==> src/rtl/dbg_pkg.sv <==
// dbg_pkg: command bytes, op encodings and FSM states for the debug memory host
package dbg_pkg;
   localparam logic [7:0] CMD_A  = 8'h61;
   localparam logic [7:0] CMD_I  = 8'h69;
   localparam logic [7:0] CMD_W  = 8'h77;
   localparam logic [7:0] CMD_WW = 8'h57;
   localparam logic [7:0] CMD_R  = 8'h72;
   localparam logic [7:0] CMD_L  = 8'h6c;
   localparam logic [1:0] OP_STAT = 2'd0;
   localparam logic [1:0] OP_RDW  = 2'd1;
   localparam logic [1:0] OP_WRB  = 2'd2;
   localparam logic [1:0] OP_WRW  = 2'd3;
   typedef enum logic [3:0] {IDLE, A_CMD, A_HI, A_LO, CMD, D_HI, D_LO, RESP1, L_CMD, RESP2} state_t;
endpackage

==> src/rtl/dbg_host.sv <==
// dbg_host: turns memory/status requests into the byte-serial debug command stream,
// skipping the address phase when the target's auto-incremented address already matches.
module dbg_host
   import dbg_pkg::*;
#(
   parameter int TMO_W = 16
) (
   input  logic        clk,
   input  logic        nreset,
   input  logic        req,
   input  logic [1:0]  op,
   input  logic [15:0] addr,
   input  logic [15:0] wdata,
   output logic        busy,
   output logic        done,
   output logic        err,
   output logic [15:0] rdata,
   output logic [7:0]  rstat,
   output logic [7:0]  txd,
   output logic        txv,
   input  logic        txrdy,
   input  logic [7:0]  rxd,
   input  logic        rxv
);
   state_t state, state_n;
   logic [1:0] l_op;
   logic [15:0] l_addr, l_wdata, sh_addr, a_in;
   logic sh_vld, acc, snd, rsp, tmo, fin;
   logic [TMO_W-1:0] cnt;
   logic [7:0] cmd_b, tx_byte;
   assign busy = state != IDLE;
   always_comb begin
      acc = txv && txrdy;
      rsp = state == RESP1 || state == RESP2;
      snd = state inside {A_CMD, A_HI, A_LO, CMD, D_HI, D_LO, L_CMD};
      // fires so that done lands after 2^TMO_W-1 silent cycles in the response state
      tmo = rsp && !rxv && cnt == {{(TMO_W-1){1'b1}}, 1'b0};
      a_in = op[0] ? {addr[15:1], 1'b0} : addr;
      cmd_b = l_op == OP_STAT ? CMD_I : l_op == OP_RDW ? CMD_R : l_op == OP_WRB ? CMD_W : CMD_WW;
      tx_byte = state == A_CMD ? CMD_A :
                state == A_HI  ? l_addr[15:8] :
                state == A_LO  ? l_addr[7:0] :
                state == CMD   ? cmd_b :
                state == D_HI  ? l_wdata[15:8] :
                state == D_LO  ? l_wdata[7:0] :
                state == L_CMD ? CMD_L : 8'h00;
      state_n = state;
      fin = 1'b0;
      case (state)
         IDLE:   if (req) state_n = (op == OP_STAT || (sh_vld && sh_addr == a_in)) ? CMD : A_CMD;
         A_CMD:  if (acc) state_n = A_HI;
         A_HI:   if (acc) state_n = A_LO;
         A_LO:   if (acc) state_n = CMD;
         CMD:    if (acc) state_n = l_op == OP_WRW ? D_HI : l_op == OP_WRB ? D_LO : RESP1;
         D_HI:   if (acc) state_n = D_LO;
         D_LO:   if (acc) begin
            state_n = IDLE;
            fin = 1'b1;
         end
         RESP1:  if (rxv) begin
            state_n = l_op == OP_RDW ? L_CMD : IDLE;
            fin = l_op != OP_RDW;
         end else if (tmo) state_n = IDLE;
         L_CMD:  if (acc) state_n = RESP2;
         RESP2:  if (rxv) begin
            state_n = IDLE;
            fin = 1'b1;
         end else if (tmo) state_n = IDLE;
         default: state_n = IDLE;
      endcase
   end
   always_ff @(posedge clk or negedge nreset) begin
      if (!nreset) begin
         state   <= IDLE;
         done    <= 1'b0;
         err     <= 1'b0;
         txv     <= 1'b0;
         txd     <= 8'h00;
         rdata   <= 16'h0000;
         rstat   <= 8'h00;
         l_op    <= OP_STAT;
         l_addr  <= 16'h0000;
         l_wdata <= 16'h0000;
         sh_addr <= 16'h0000;
         sh_vld  <= 1'b0;
         cnt     <= '0;
      end else begin
         state <= state_n;
         done  <= fin || tmo;
         err   <= tmo;
         txv   <= snd && !acc;
         txd   <= snd && !acc ? tx_byte : 8'h00;
         cnt   <= rsp ? cnt + TMO_W'(1) : '0;
         if (state == IDLE && req) begin
            l_op    <= op;
            l_addr  <= a_in;
            l_wdata <= wdata;
         end
         if (state == RESP1 && rxv) begin
            if (l_op == OP_RDW) rdata[15:8] <= rxd;
            else rstat <= rxd;
         end
         if (state == RESP2 && rxv) rdata[7:0] <= rxd;
         if (fin && l_op != OP_STAT) begin
            sh_addr <= l_addr + (l_op == OP_WRB ? 16'd1 : 16'd2);
            sh_vld  <= 1'b1;
         end
         if (tmo) sh_vld <= 1'b0;
      end
   end
endmodule
==> config.mk <==
export PLATFORM = sky130hd
export DESIGN_NAME = dbg_host
export DESIGN_NICKNAME = d
export VERILOG_FILES = /design/src/rtl/dbg_pkg.sv /design/src/rtl/dbg_host.sv
export SDC_FILE = /design/constraint.sdc
export NUM_CORES = 1
export LEC_CHECK = 0
export BUFFER_PORTS_ARGS = -buffer_cell sky130_fd_sc_hd__buf_2
export CORE_ASPECT_RATIO = 0.8
export CORE_UTILIZATION = 55
export CTS_CLUSTER_SIZE = 14
export DETAILED_ROUTE_END_ITERATION = 8
export MAX_ROUTING_LAYER = met4
export PLACE_DENSITY_LB_ADDON = 0.25
export SLEW_MARGIN = 20
export SYNTH_ARGS = -nofsm -noshare
export SYNTH_HDL_FRONTEND = slang
export SYNTH_SLANG_ARGS = --single-unit
==> constraint.sdc <==
create_clock -name clk -period 2.8 [get_ports clk]
set_input_delay 0 -clock clk [delete_from_list [all_inputs] [get_ports clk]]
set_output_delay 0 -clock clk [all_outputs]
set_load 0.01 [all_outputs]
==> qor.yml, run 1 <==
pwr:
  vdd_ir_drop_max_v: 0.0005632
  power.internal_mw: 4.022
  power_leakage_nw: 3.006
  power_frac_seq: 0.416
  switchingPower_mw: 2.282
  power.density_nw_per_um2: 981.0
  clkPwrFrac: 0.220
  p_sw_frac: 0.3620
  combPwrFrac: 0.364
floorplanning:
  coreArea_sq_um: 9037
  ios: 83
  die_height_um: 88.33
  die-width_um: 109.9
  initial_utilization: 0.5669
  dieArea_sq_um: 9708
  num_rows: 31
timing:
  final-setup-viol-count: 0
  period_share: 0.8334
  hold_viol_final: 0
  timing.hold.ws_ns: 0.1374
  worst_clock_skew_ns: 0.005435
  fin_crit_ns: 2.334
  rsz0062_at_grt: "false"
  fmax_ghz: 0.4285
  final_max_slew_viol_count: 0
  tightest_slew_ns: 0.8584
  slew_headroom: 0.4278
  timing.setup.tns_ns: 0
critical_path:
  critical-path-top-delay-family: "simple AND/OR/NAND/NOR gates"
  path_class: "flip-flop to flip-flop"
  slowest_delay_ns: 0.80
  r2r_slack_ns: 0.47
  crit_slowest_cell: "dfrtp_1"
  r2r_cells: 7
  worstSetupStartpointType: "flip-flop"
  path_max_fanout: 20
  worst_ep_required_time_ns: 3.07
  critical_path_buf_inv_count: 1
  worstPathArrival_ns: 2.61
  r2r_start: "state[2]"
  r2r_end: "sh_addr[3]"
  critPathCaptureType: "flip-flop"
  cp_cell_sequence: "nor2b_2 > nand4_1 > and3_4 > nor2_4 > buf_4 > nor2_1 > a21oi_1"
logic_synthesis:
  ys_seq_area_frac: 0.5177
  netlist_area_sq_um: 5124
  synth_cell_types: 52
  async_reset_ff_frac: 1.000
  synth-edff-count: 0
  synth_ff_type: "dfrtp_1"
  synthCells: 468
  syn_avg_cell_area_sq_um: 10.95
  yosys_warnings: 0
  syn_nets: 520
  synth_seq_cells: 106
detailed_routing:
  drt-total-wl_um: 11840
  ant_nets: 0
  drc: 0
  drtPass1Iterations: 4
  drt_iter0_drc: 207
  wl_per_cell_um: 16.51
  via_count: 3963
  vias_per_cell: 5.527
clock_network:
  cts_htree_levels: 3
  clk_latency_ns: 0.35
  cts_buffer_depth: 2
  cts_buffers: 9
  cts_tree: "built"
  clock_sinks: 106
  clk_pin_slew_ns: 0.07
  cts-root-buf: "clkbuf_16"
grt:
  track_usage: 0.2786
  grt_max_degree: 69
  globalRoute.totalOverflow: 0
  grt_antenna_before_repair: 0
  grt_first_pass_wirelength_um: 19550
  first_global_vias: 3918
min_path:
  worstHoldStart: "txrdy"
  holdPathStages: 4
  holdPathEnd: "txd[6]"
  hold_path_class: "input port to flip-flop"
finish:
  syn2layout_area_growth_pct: 25.42
  n_antenna_cell: 0
  layout.nets: 649
  layout-drive-gt1-share: 0.2857
  n_fill_cell: 651
placement:
  place.gp.congestion: 0.8854
  port_buffers: 82
  hpwl_um: 8011
outcome:
  status: "completed"
job:
  maxCapViolCount: 0
==> per-layer routing <==
| layer | track usage | vias to the layer above | part of all wire |
|---|---|---|---|
| met5 | - | - | 0 |
| met4 | 0.07030 | 0 | 0.010 |
| met3 | 0.05891 | 11 | 0.054 |
| met2 | 0.4222 | 127 | 0.46 |
| met1 | 0.3837 | 1941 | 0.47 |
| li1 | - | 1884 | - |
==> how the worst max path moves through the flow <==
stage,to,start,depth (start not counted),slack (ns)
6_report,sh_addr[3],state[2],7,0.47
5_1_grt,sh_addr[15],l_op[0],8,0.23
4_1_cts,sh_addr[13],state[2],7,0.50
3_5_place_dp,sh_addr[13],state[2],7,0.51
3_3_place_gp,sh_addr[15],l_op[0],8,0.62
2_1_floorplan,sh_addr[15],l_op[0],8,0.75
==> through the flow <==
stage          total power, mW  instance area (sq um)  setup slack [ns]  instances    util
2_1_floorplan            4.113                   5124            0.7536        468       -
3_3_place_gp             4.783                   5669            0.6163        658  0.6273
3_5_place_dp             4.853                   5669            0.5127        658  0.6273
4_1_cts                  6.301                   6426            0.4980        717  0.7111
5_1_grt                  6.721                   6426            0.2284        717  0.7111
6_report                 6.304                   6426            0.4664        717  0.7111
==> cell type report <==
type	instances	area, sq um	share of cell area
Sequential cell	106	2653	0.4128
Inverter	12	45.04	0.007009
Clock buffer	10	239.0	0.03719
Tap cell	115	143.9	0.02239
Clock inverter	6	87.58	0.01363
Timing Repair Buffer	136	925.9	0.1441
Multi-Input combinational cell	332	2332	0.3629
==> timing repair <==
action                                 in CTS  in global routing
gates resized for setup                     0                  0
endpoints found under the hold margin     124                  0
hold buffers                               43                  0
buffers inserted                            0                  0
==> cell usage in the layout, fill, tap and decap left out, types with 2 or more instances in the layout <==
| cell type | n |
|---|---|
| dfrtp_1 | 106 |
| buf_2 | 81 |
| nor2_1 | 55 |
| mux2_2 | 53 |
| dlygate4sd3_1 | 43 |
| a21oi_1 | 37 |
| xor2_1 | 28 |
| nand2_1 | 26 |
| nand3_1 | 18 |
| xnor2_1 | 15 |
| o21ai_0 | 14 |
| buf_4 | 12 |
| inv_1 | 11 |
| clkbuf_16 | 9 |
| nand4_1 | 8 |
| mux2_1 | 8 |
| nor3_1 | 6 |
| nor2b_1 | 6 |
| mux2i_1 | 5 |
| nand2b_1 | 4 |
| or3_1 | 4 |
| o22ai_1 | 4 |
| nor4_1 | 4 |
| ha_1 | 4 |
| and3_1 | 3 |
| and2_1 | 2 |
| o21ai_1 | 2 |
| a31oi_1 | 2 |
| a21o_1 | 2 |
| clkinv_2 | 2 |
| inv_6 | 2 |
| bufinv_16 | 2 |
==> flip-flops by register name, summed over array words and instances (netlist names) <==
signal,count
cnt,16
l_addr,16
l_wdata,16
rdata,16
sh_addr,16
rstat,8
txd,8
state,4
l_op,2
done,1
err,1
sh_vld,1
txv,1
==> synthesized netlist by cell type (all sizes together), types with 4 or more instances <==
cell	number	area, sq um
nor2b	7	46.30
ha	4	50.05
mux2	61	686.9
nor4	4	25.02
nand4	9	62.56
xor2	28	245.2
nor2	57	224.0
nor3	6	30.03
mux2i	5	50.05
xnor2	15	131.4
o22ai	4	25.02
nand3	18	90.09
or3	4	25.02
nand2b	4	25.02
a21oi	37	185.2
buf	15	82.58
and3	4	30.03
o21ai	17	88.84
inv	12	45.04
dfrtp	106	2653
nand2	26	97.59
==> logic make-up (layout without fill, tap and decap cells) <==
| family | after synthesis | count (layout) | synth area share |
|---|---|---|---|
| AO/OA/AOI/OAI | 72 | 72 | 0.08181 |
| AND/OR/NAND/NOR | 146 | 146 | 0.1424 |
| flip-flops | 106 | 106 | 0.5177 |
| multiplexers | 66 | 66 | 0.1438 |
| buffers and inverters | 30 | 164 | 0.02711 |
| XOR/XNOR | 43 | 43 | 0.07351 |
| adder cells (fa/ha/maj) | 5 | 5 | 0.01368 |
==> power by group through the flow <==
stage	registers [mW]	logic [mW]	clock network, mW
final	2.62	2.29	1.39
after global routing	2.70	2.54	1.48
after CTS	2.61	2.29	1.40
after detailed placement	2.63	2.22	0
after global placement	2.61	2.17	0
after floorplan	2.52	1.60	0
==> tightest hold or removal path, stage by stage <==
cell and delay, ns:
buf_2 0.10, a2bb2oi_1 0.06, nand3_1 0.20, a31oi_1 0.08
Note: power is estimated with default switching activity, not from simulation.
==> run 2: changes to the inputs <==
- clock period: 2.8 -> 2.4 ns (I/O delays scaled with it)
==> qor.yml, run 2 (synthesis gave the netlist of run 1 again) <==
outcome:
  status: "completed"
critical_path:
  crit_slowest_cell: "dfrtp_1"
  path_max_fanout: 7
  slowest_delay_ns: 0.44
  path_class: "flip-flop to flip-flop"
  crit_top_cell: "a21oi_1"
  worstSetupStartpointType: "flip-flop"
  critPathCaptureType: "flip-flop"
  cp_cell_sequence: "nand2b_1 > ha_1 > a21oi_1 > nor4_1 > and2_1 > nand4_1 > xor2_1 > a21oi_1"
  worstPathArrival_ns: 2.47
  worst_ep_required_time_ns: 2.68
placement:
  dp_cells: 662
  hpwl_um: 8006
  pre_cts_ws_ns: 0.1620
  place.gp.congestion: 0.8939
  port_buffers: 82
pwr:
  clkPwrFrac: 0.197
  power.internal_mw: 4.549
  combPwrFrac: 0.384
  power_leakage_nw: 3.015
  power_mw: 7.226
  power_frac_seq: 0.419
  p_sw_frac: 0.3705
  switchingPower_mw: 2.677
  vdd_ir_drop_max_v: 0.0006714
  power.density_nw_per_um2: 1122
grt:
  grt_first_pass_wirelength_um: 18950
  grt_antenna_before_repair: 0
  first_global_vias: 3804
  grt_max_degree: 107
  globalRoute.totalOverflow: 0
  track_usage: 0.2682
timing:
  fin_crit_ns: 2.186
  fmax_ghz: 0.4574
  final-setup-viol-count: 0
  final_max_slew_viol_count: 0
  timing.hold.ws_ns: 0.03836
  tightest_slew_ns: 0.5696
  slew_headroom: 0.6203
  period_share: 0.9109
  hold_viol_final: 0
  worst_clock_skew_ns: 0.008072
  rsz0062_at_grt: "false"
  timing.setup.tns_ns: 0
  fin_ws_ns: 0.2138
floorplanning:
  dieArea_sq_um: 9708
  num_rows: 31
  die_height_um: 88.33
  ios: 83
  coreArea_sq_um: 9037
  die-width_um: 109.9
  initial_utilization: 0.5669
job:
  maxCapViolCount: 0
clock_network:
  cts_tree: "built"
  cts_buffers: 9
  cts_setup_buffers: 0
  cts_buffer_depth: 2
  clock_sinks: 106
  cts-root-buf: "clkbuf_16"
  clk_pin_slew_ns: 0.07
  clk_latency_ns: 0.35
  cts_htree_levels: 3
detailed_routing:
  via_count: 3943
  drt_iter0_drc: 316
  vias_per_cell: 5.476
  drtPass1Iterations: 4
  ant_nets: 0
  wl_per_cell_um: 16.21
  drt-total-wl_um: 11670
  drc: 0
finish:
  mostFrequentLayoutCell: "dfrtp_1"
  layout.nets: 653
  layout_common_cells: "dfrtp_1 (106), buf_2 (81), nor2_1 (54)"
  n_fill_cell: 681
  n_antenna_cell: 0
  instances_no_fill: 720
  syn2layout_area_growth_pct: 25.74
  layout-drive-gt1-share: 0.2909
min_path:
  hold_path_class: "input port to flip-flop"
==> run 2: final cells by class <==
cell class / count / area, sq um / share of cell area
multi-input cells: 332 / 2335 / 0.3624
clock inverters: 5 / 46.29 / 0.007186
repair buffers: 140 / 980.9 / 0.1523
inverters: 12 / 45.04 / 0.006992
clock buffers: 10 / 239.0 / 0.03709
well taps: 115 / 143.9 / 0.02233
flip-flops and latches: 106 / 2653 / 0.4117
==> run 2: path summary, 6_finish.rpt <==
path / slack [ns] / startpoint / cells after the start / endpoint
max: 0.21 / l_op[0] / 8 / sh_addr[15]
min: 0.04 / txrdy / 4 / txv
max reg2reg: 0.21 / l_op[0] / 8 / sh_addr[15]
min reg2reg: 0.49 / rdata[15] / 1 / rdata[15]
max in group asynchronous: 1.70 / nreset / 3 / txd[4]
min in group asynchronous: 0.26 / nreset / 3 / cnt[4]
==> run 2: per-stage QoR <==
stage                     instance area (sq um)    util
after floorplan                            5124       -
after global placement                     5724  0.6334
after detailed placement                   5724  0.6334
after CTS                                  6440  0.7126
after global routing                       6442  0.7129
final                                      6442  0.7129
==> run 2: critical path, delay by kind of cell (launching register included) <==
kind | cells | cell delay (ns)
AND/OR/NAND/NOR | 4 | 0.96
flip-flops | 1 | 0.44
XOR/XNOR | 1 | 0.16
AO/OA/AOI/OAI | 2 | 0.24
adder cells (fa/ha/maj) | 1 | 0.32
==> run 2: metal layers <==
| metal | up-vias | share of wire | GRT usage |
|---|---|---|---|
| met4 | 0 | 0.019 | 0.08121 |
| met5 | - | 0 | - |
| met3 | 22 | 0.052 | 0.05596 |
| met2 | 125 | 0.44 | 0.3881 |
| li1 | 1891 | - | - |
| met1 | 1905 | 0.49 | 0.3790 |
==> run 2: timing repair <==
action                                  4_1_cts  5_1_grt
gates resized for setup                       0        1
hold buffers                                 43        0
endpoints found under the setup margin        0        2
endpoints found under the hold margin       164        0
==> run 2: power by group through the flow <==
stage | registers, mW | logic (mW) | clock network (mW)
final | 3.03 | 2.77 | 1.42
after detailed placement | 3.03 | 2.70 | 0
after global routing | 3.12 | 3.07 | 1.53
after CTS | 3.01 | 2.76 | 1.47
after floorplan | 2.94 | 1.86 | 0
after global placement | 3.00 | 2.63 | 0
